**config.mk**
```make
export PLATFORM = sky130hd
export DESIGN_NAME = keyboard_input
export DESIGN_NICKNAME = d
export VERILOG_FILES = /design/src/rtl/keyboard_input_pkg.sv /design/src/rtl/keyboard_input_ps2_rx.sv /design/src/rtl/keyboard_input.sv
export SDC_FILE = /design/constraint.sdc
export NUM_CORES = 1
export LEC_CHECK = 0
export ABC_AREA = 0
export ABC_CLOCK_PERIOD_IN_PS = 3100
export BUFFER_PORTS_ARGS = -buffer_cell sky130_fd_sc_hd__buf_4
export CORE_AREA = 2 2 85 87
export DETAILED_ROUTE_END_ITERATION = 12
export DIE_AREA = 0 0 87 89
export GPL_TIMING_DRIVEN = 1
export REMOVE_ABC_BUFFERS = 1
export SLEW_MARGIN = 20
export SYNTH_ARGS = -nofsm -noshare
export SYNTH_HDL_FRONTEND = slang
export SYNTH_HIERARCHICAL = 1
export SYNTH_SLANG_ARGS = --single-unit
```
**constraint.sdc**
```tcl
create_clock -name clk_25m -period 3.1 [get_ports clk_25m]
set_input_delay 0.62 -clock clk_25m [delete_from_list [all_inputs] [get_ports clk_25m]]
set_output_delay 0.62 -clock clk_25m [all_outputs]
set_load 0.01 [all_outputs]
```
**src/rtl/keyboard_input_pkg.sv**
```systemverilog
// Shared PS/2 keyboard constants: button codes, direction indices, scan codes
// and the key-map lookup used by keyboard_input (and GameScene).
package keyboard_input_pkg;

    localparam logic [4:0] BTN_NONE  = 5'b00000;
    localparam logic [4:0] BTN_UP    = 5'b00001;
    localparam logic [4:0] BTN_DOWN  = 5'b00010;
    localparam logic [4:0] BTN_LEFT  = 5'b00100;
    localparam logic [4:0] BTN_RIGHT = 5'b01000;
    localparam logic [4:0] BTN_FIRE  = 5'b10000;

    localparam int DIR_UP    = 0;
    localparam int DIR_DOWN  = 1;
    localparam int DIR_LEFT  = 2;
    localparam int DIR_RIGHT = 3;
    localparam int DIR_FIRE  = 4;

    localparam logic [7:0] PS2_EXT = 8'hE0;
    localparam logic [7:0] PS2_BRK = 8'hF0;

    localparam logic [7:0] SC_W     = 8'h1D;
    localparam logic [7:0] SC_S     = 8'h1B;
    localparam logic [7:0] SC_A     = 8'h1C;
    localparam logic [7:0] SC_D     = 8'h23;
    localparam logic [7:0] SC_SPACE = 8'h29;
    localparam logic [7:0] SC_ENTER = 8'h5A;
    localparam logic [7:0] SC_XUP   = 8'h75;
    localparam logic [7:0] SC_XDOWN = 8'h72;
    localparam logic [7:0] SC_XLEFT = 8'h6B;
    localparam logic [7:0] SC_XRGHT = 8'h74;

    typedef enum logic [1:0] {
        ST_IDLE    = 2'd0,
        ST_EXT     = 2'd1,
        ST_BRK     = 2'd2,
        ST_EXT_BRK = 2'd3
    } dec_state_e;

    // Held-key mask: bits [4:0] player 1, [9:5] player 2; zero if unmapped.
    function automatic logic [9:0] key_mask(input logic ext, input logic [7:0] code);
        logic [9:0] m;
        m = '0;
        if (!ext) begin
            case (code)
                SC_W:     m[DIR_UP]       = 1'b1;
                SC_S:     m[DIR_DOWN]     = 1'b1;
                SC_A:     m[DIR_LEFT]     = 1'b1;
                SC_D:     m[DIR_RIGHT]    = 1'b1;
                SC_SPACE: m[DIR_FIRE]     = 1'b1;
                SC_ENTER: m[5 + DIR_FIRE] = 1'b1;
                default:  m = '0;
            endcase
        end else begin
            case (code)
                SC_XUP:   m[5 + DIR_UP]    = 1'b1;
                SC_XDOWN: m[5 + DIR_DOWN]  = 1'b1;
                SC_XLEFT: m[5 + DIR_LEFT]  = 1'b1;
                SC_XRGHT: m[5 + DIR_RIGHT] = 1'b1;
                default:  m = '0;
            endcase
        end
        return m;
    endfunction

    function automatic logic [4:0] prio_btn(input logic [4:0] h);
        if (h[DIR_UP])         return BTN_UP;
        else if (h[DIR_DOWN])  return BTN_DOWN;
        else if (h[DIR_LEFT])  return BTN_LEFT;
        else if (h[DIR_RIGHT]) return BTN_RIGHT;
        else if (h[DIR_FIRE])  return BTN_FIRE;
        return BTN_NONE;
    endfunction

endpackage

```
**src/rtl/keyboard_input_ps2_rx.sv**
```systemverilog
// PS/2 frame receiver: synchronizers, falling-edge detect, 11-bit frame
// assembly with start/parity/stop check, inter-edge timeout.
module ps2_rx #(
    parameter int TIMEOUT_CYCLES = 25000
) (
    input  logic       clk_25m,
    input  logic       rst_n,
    input  logic       ps2_clk,
    input  logic       ps2_data,
    output logic       byte_valid,
    output logic [7:0] rx_byte,
    output logic       rx_err
);
    localparam int TW = $clog2(TIMEOUT_CYCLES + 1);

    logic [2:0]    clk_sync_q;   // [0],[1] synchronizer, [2] previous for edge
    logic [1:0]    dat_sync_q;
    logic [3:0]    bit_cnt_q;
    logic [8:0]    shift_q;
    logic [TW-1:0] tmo_q;
    logic          byte_valid_q;
    logic [7:0]    byte_q;
    logic          err_q;

    logic fall, dat;
    assign fall = clk_sync_q[2] & ~clk_sync_q[1];
    assign dat  = dat_sync_q[1];

    always_ff @(posedge clk_25m or negedge rst_n) begin
        if (!rst_n) begin
            clk_sync_q   <= '1;
            dat_sync_q   <= '1;
            bit_cnt_q    <= '0;
            shift_q      <= '0;
            tmo_q        <= '0;
            byte_valid_q <= 1'b0;
            byte_q       <= '0;
            err_q        <= 1'b0;
        end else begin
            clk_sync_q   <= {clk_sync_q[1:0], ps2_clk};
            dat_sync_q   <= {dat_sync_q[0], ps2_data};
            byte_valid_q <= 1'b0;
            err_q        <= 1'b0;
            if (fall) begin
                tmo_q <= '0;
                if (bit_cnt_q == 4'd0) begin
                    if (!dat) bit_cnt_q <= 4'd1;
                    else      err_q     <= 1'b1;
                end else if (bit_cnt_q < 4'd10) begin
                    // 8 data bits LSB first then parity; data lands in [7:0]
                    shift_q   <= {dat, shift_q[8:1]};
                    bit_cnt_q <= bit_cnt_q + 4'd1;
                end else begin
                    bit_cnt_q <= 4'd0;
                    if (dat && (^shift_q)) begin
                        byte_valid_q <= 1'b1;
                        byte_q       <= shift_q[7:0];
                    end else begin
                        err_q <= 1'b1;
                    end
                end
            end else if (bit_cnt_q != 4'd0) begin
                if (tmo_q == TW'(TIMEOUT_CYCLES - 1)) begin
                    bit_cnt_q <= 4'd0;
                    tmo_q     <= '0;
                    err_q     <= 1'b1;
                end else begin
                    tmo_q <= tmo_q + 1'b1;
                end
            end else begin
                tmo_q <= '0;
            end
        end
    end

    assign byte_valid = byte_valid_q;
    assign rx_byte    = byte_q;
    assign rx_err     = err_q;

endmodule

```
**src/rtl/keyboard_input.sv**
```systemverilog
// PS/2 keyboard to two-player button decoder: prefix FSM, key map,
// held-key register and per-player priority encode.
module keyboard_input
    import keyboard_input_pkg::*;
#(
    parameter int TIMEOUT_CYCLES = 25000
) (
    input  logic       clk_25m,
    input  logic       rst_n,
    input  logic       ps2_clk,
    input  logic       ps2_data,
    output logic [4:0] player1_btns,
    output logic [4:0] player2_btns
);
    logic       byte_valid, rx_err;
    logic [7:0] rx_byte;

    ps2_rx #(.TIMEOUT_CYCLES(TIMEOUT_CYCLES)) u_rx (
        .clk_25m    (clk_25m),
        .rst_n      (rst_n),
        .ps2_clk    (ps2_clk),
        .ps2_data   (ps2_data),
        .byte_valid (byte_valid),
        .rx_byte    (rx_byte),
        .rx_err     (rx_err)
    );

    dec_state_e state_q, state_d;
    logic [9:0] held_q, held_d;
    logic [4:0] p1_q, p2_q;
    logic       ext, brk;
    logic [9:0] mask;

    always_ff @(posedge clk_25m or negedge rst_n) begin
        if (!rst_n) begin
            state_q <= ST_IDLE;
            held_q  <= '0;
            p1_q    <= BTN_NONE;
            p2_q    <= BTN_NONE;
        end else begin
            state_q <= state_d;
            held_q  <= held_d;
            p1_q    <= prio_btn(held_q[4:0]);
            p2_q    <= prio_btn(held_q[9:5]);
        end
    end

    always_comb begin
        state_d = state_q;
        held_d  = held_q;
        ext     = (state_q == ST_EXT) || (state_q == ST_EXT_BRK);
        brk     = (state_q == ST_BRK) || (state_q == ST_EXT_BRK);
        mask    = key_mask(ext, rx_byte);
        // A framing error or timeout abandons any pending prefix
        if (rx_err) begin
            state_d = ST_IDLE;
        end else if (byte_valid) begin
            if (state_q == ST_IDLE && rx_byte == PS2_EXT) begin
                state_d = ST_EXT;
            end else if (rx_byte == PS2_BRK && state_q == ST_IDLE) begin
                state_d = ST_BRK;
            end else if (rx_byte == PS2_BRK && state_q == ST_EXT) begin
                state_d = ST_EXT_BRK;
            end else begin
                state_d = ST_IDLE;
                held_d  = brk ? (held_q & ~mask) : (held_q | mask);
            end
        end
    end

    assign player1_btns = p1_q;
    assign player2_btns = p2_q;

endmodule

```
==> flow_summary.toml <==
[worst_setup_path]
max_stage_delay_ns = 0.51
crit_path_cell_trace = "inv_1 > ha_1 > or3b_2 > nand3_1 > mux2_2"
worstPathArrival_ns = 2.29
critPathTopFamily = "simple AND/OR/NAND/NOR gates"
required_ns = 3.32
timing.setup.critical_path_class = "reg2reg"
endpoint_kind_of_the_worst_setup_timing_path = "register"
setup.worst_path.start_class = "register"
timing.critical_path.fanout_max = 11
timing.critical_path.buf_inv = 1
critical_path.slowest_cell = "or3b_2"

[route]
route.met3.wl_microns = 132
first_iter_violations = 85
postRouteWirelength_microns = 5030
detailroute.via_count = 1951
route.detailed.drc = 0
antenna_left = 0
dr.max_layer_used = "met4"
routed_wire_length_per_instance_microns = 14.1
routed_via_density = 5.48
first_pass_iters = 6
routed-wl-met2_microns = 2380
detail_route.wirelength.met1_microns = 2380

[floorplan]
die_y_microns = 89
coreArea_sq_um = 6720
dieWidth_microns = 87
initial_core_util = 0.446
floorplan.io_pins = 14
die_footprint_sq_um = 7740
fp-row-count = 30

[layout]
final_layout_size_suffix_gt1_frac = 0.203
area_growth_pct = 11.0
final_nets = 278
post-route-cell-area_sq_um = 3330
insertedDiodeCount = 0
finalCoreUtilization = 0.495

[logic_synthesis]
synth_async_sr_flop_share = 1.00
ys.warnings.count = 6
cell_types_with_the_largest_area_share_after_synthesis = "dfrtp_1, mux2_2, dfstp_2"
synth_cell_types = 50
ys_dominant_reg_cell = "dfrtp_1"
count_of_flip_flops_with_a_built_in_enable_after_synthesis = 0
netlist_area_sq_um = 3000
synthesis.area_per_instance_sq_um = 11.9
netlist.top_cell.by_area = "dfrtp_1"
yosys_register_bits = 65
ys_seq_area_frac = 0.544
number_of_standard_cells_after_synthesis = 253
synthDominantCellAreaShare = 0.501

[clock_network]
clock_buffers_created_by_tritoncts = 9
cts_resized = 0
postCtsSetupBuffers = 0
cts-root-buf = "clkbuf_8"
clock_latency_ns = 0.33
clk_transition_reported_paths_ns = 0.07
post_cts_hold_fix_bufs = 0
clock_tree_from_tritoncts = "built"
number_of_sinks_on_the_clock_net = 65
cts_buffer_depth = 2
cts_max_level = 3

[min_path]
hold_class = "in2async"

[power_and_ir_drop]
p_leak_nw = 1.53
fin_total_pwr_mw = 2.46
ir_worst_vdd_v = 0.000387
power-per-cell-area_nw_per_um2 = 739

[placed_design]
detailed_place.area_sq_um = 3170
globalplace.congestion = 0.809
post-dp-hpwl_microns = 3370
port_buffers = 13

[global_routing]
grt_max_degree = 66
gr-usage-all-layers = 0.145
globalRouteOverflowTotal = 0
grt_pass1_wl_microns = 8650
grt_pass1_vias = 1886
grt_antenna_before_repair = 0

[timing]
slew_headroom = 0.449
clock_skew_ns = 0.00414
timing.final.setup_violations = 0
fmaxAchievable_mhz = 483
final_hold_viol_count = 0
finalMaxSlewViolations = 0
least_margin_pin_slew_ns = 0.815
rsz_0062_raised_after_global_routing = "no"
finalCritPeriodShare = 0.668
setup_total_negative_slack_ns = 0
hold-worst-slack_ns = 0.355
time_the_worst_path_needs_with_i_o_delays_and_setup_ns = 2.07

[status]
outcome = "finished clean"

[flow_run]
cap_violations = 0
[final cells by class]
cell class / instances / area, sq um
clock inverter: 4 / 20.0
clock buffer: 12 / 135
inverter: 13 / 48.8
tap: 80 / 100
multi-input combinational: 169 / 1290
timing repair buffer: 13 / 97.6
sequential: 65 / 1630
fill: 592 / 3390
[routing by layer]
layer,vias up,global-route usage
met4,0,0.0881
li1,963,-
met1,949,0.188
met3,10,0.0277
met2,29,0.226
met5,-,0
[worst register-to-register path: stages, from the launching register on]
cell and delay [ns]:
dfrtp_1 0.41, inv_1 0.09, ha_1 0.16, or3b_2 0.51
nand3_1 0.39, mux2_2 0.39
[power by group]
part           total [mW]  switching [mW]  leakage (nW)  internal, mW
Clock               0.585           0.300        0.0839         0.285
Sequential           1.18           0.188         0.865         0.992
Combinational       0.695           0.294         0.577         0.401
Total                2.46           0.782          1.53          1.68
[through the flow]
step | std cells | worst slack, ns
CTS | 356 | 1.03
global placement | 340 | 1.03
detailed placement | 340 | 1.04
finish | 356 | 1.03
floorplan | 247 | 1.22
global route | 356 | 0.775
[cells in the mapped netlist (2+ instances only)]
master / instances
a211o_1: 2
a21oi_1: 9
a31oi_1: 4
a41oi_1: 3
and2_1: 2
and3_1: 2
clkbuf_1: 5
dfrtp_1: 60
dfstp_2: 5
ha_1: 3
inv_1: 13
mux2_2: 17
mux2i_1: 8
nand2_1: 8
nand2b_1: 4
nand3_1: 10
nand4_1: 7
nand4b_1: 3
nor2_1: 15
nor2b_1: 3
nor3_1: 8
nor3b_1: 6
nor4_1: 2
nor4b_1: 6
nor4bb_1: 4
o21ai_0: 6
o22ai_1: 2
or3_1: 5
xnor2_1: 8
xor2_1: 3
[worst paths after layout]
| path | from | end | slack, ns | depth (start not counted) |
|---|---|---|---|---|
| max | u_rx/bit_cnt_q[1] | u_rx/shift_q[4] | 1.03 | 5 |
| min | rst_n | player1_btns[4] | 0.36 | 1 |
| max reg2reg | u_rx/bit_cnt_q[1] | u_rx/shift_q[4] | 1.03 | 5 |
| min reg2reg | u_rx/dat_sync_q[0] | u_rx/dat_sync_q[1] | 0.36 | 0 |
| max in group asynchronous | rst_n | u_rx/rx_err | 2.20 | 1 |
| min in group clk_25m | u_rx/dat_sync_q[0] | u_rx/dat_sync_q[1] | 0.36 | 0 |
[cells in the final DEF (no fill, tap or decap), types with 7 or more instances in the layout]
cell type and instances:
nand4_1 7, nor2_1 15, a21oi_1 9, inv_1 13, xnor2_1 8, nor3_1 8, mux2_2 17, dfrtp_1 60
nand3_1 10, nand2_1 8, buf_4 13, clkbuf_8 9, mux2i_1 8
[logic make-up (layout without fill, tap and decap cells)]
group,after synthesis,count (layout),share of synthesized area
AO/OA/AOI/OAI,30,30,0.0626
XOR/XNOR,14,14,0.0567
adder cells (fa/ha/maj),3,3,0.0125
buffers and inverters,19,42,0.0242
flip-flops,65,65,0.544
multiplexers,26,26,0.0980
AND/OR/NAND/NOR,96,96,0.202
No activity file was read; power rests on OpenSTA's default activity.
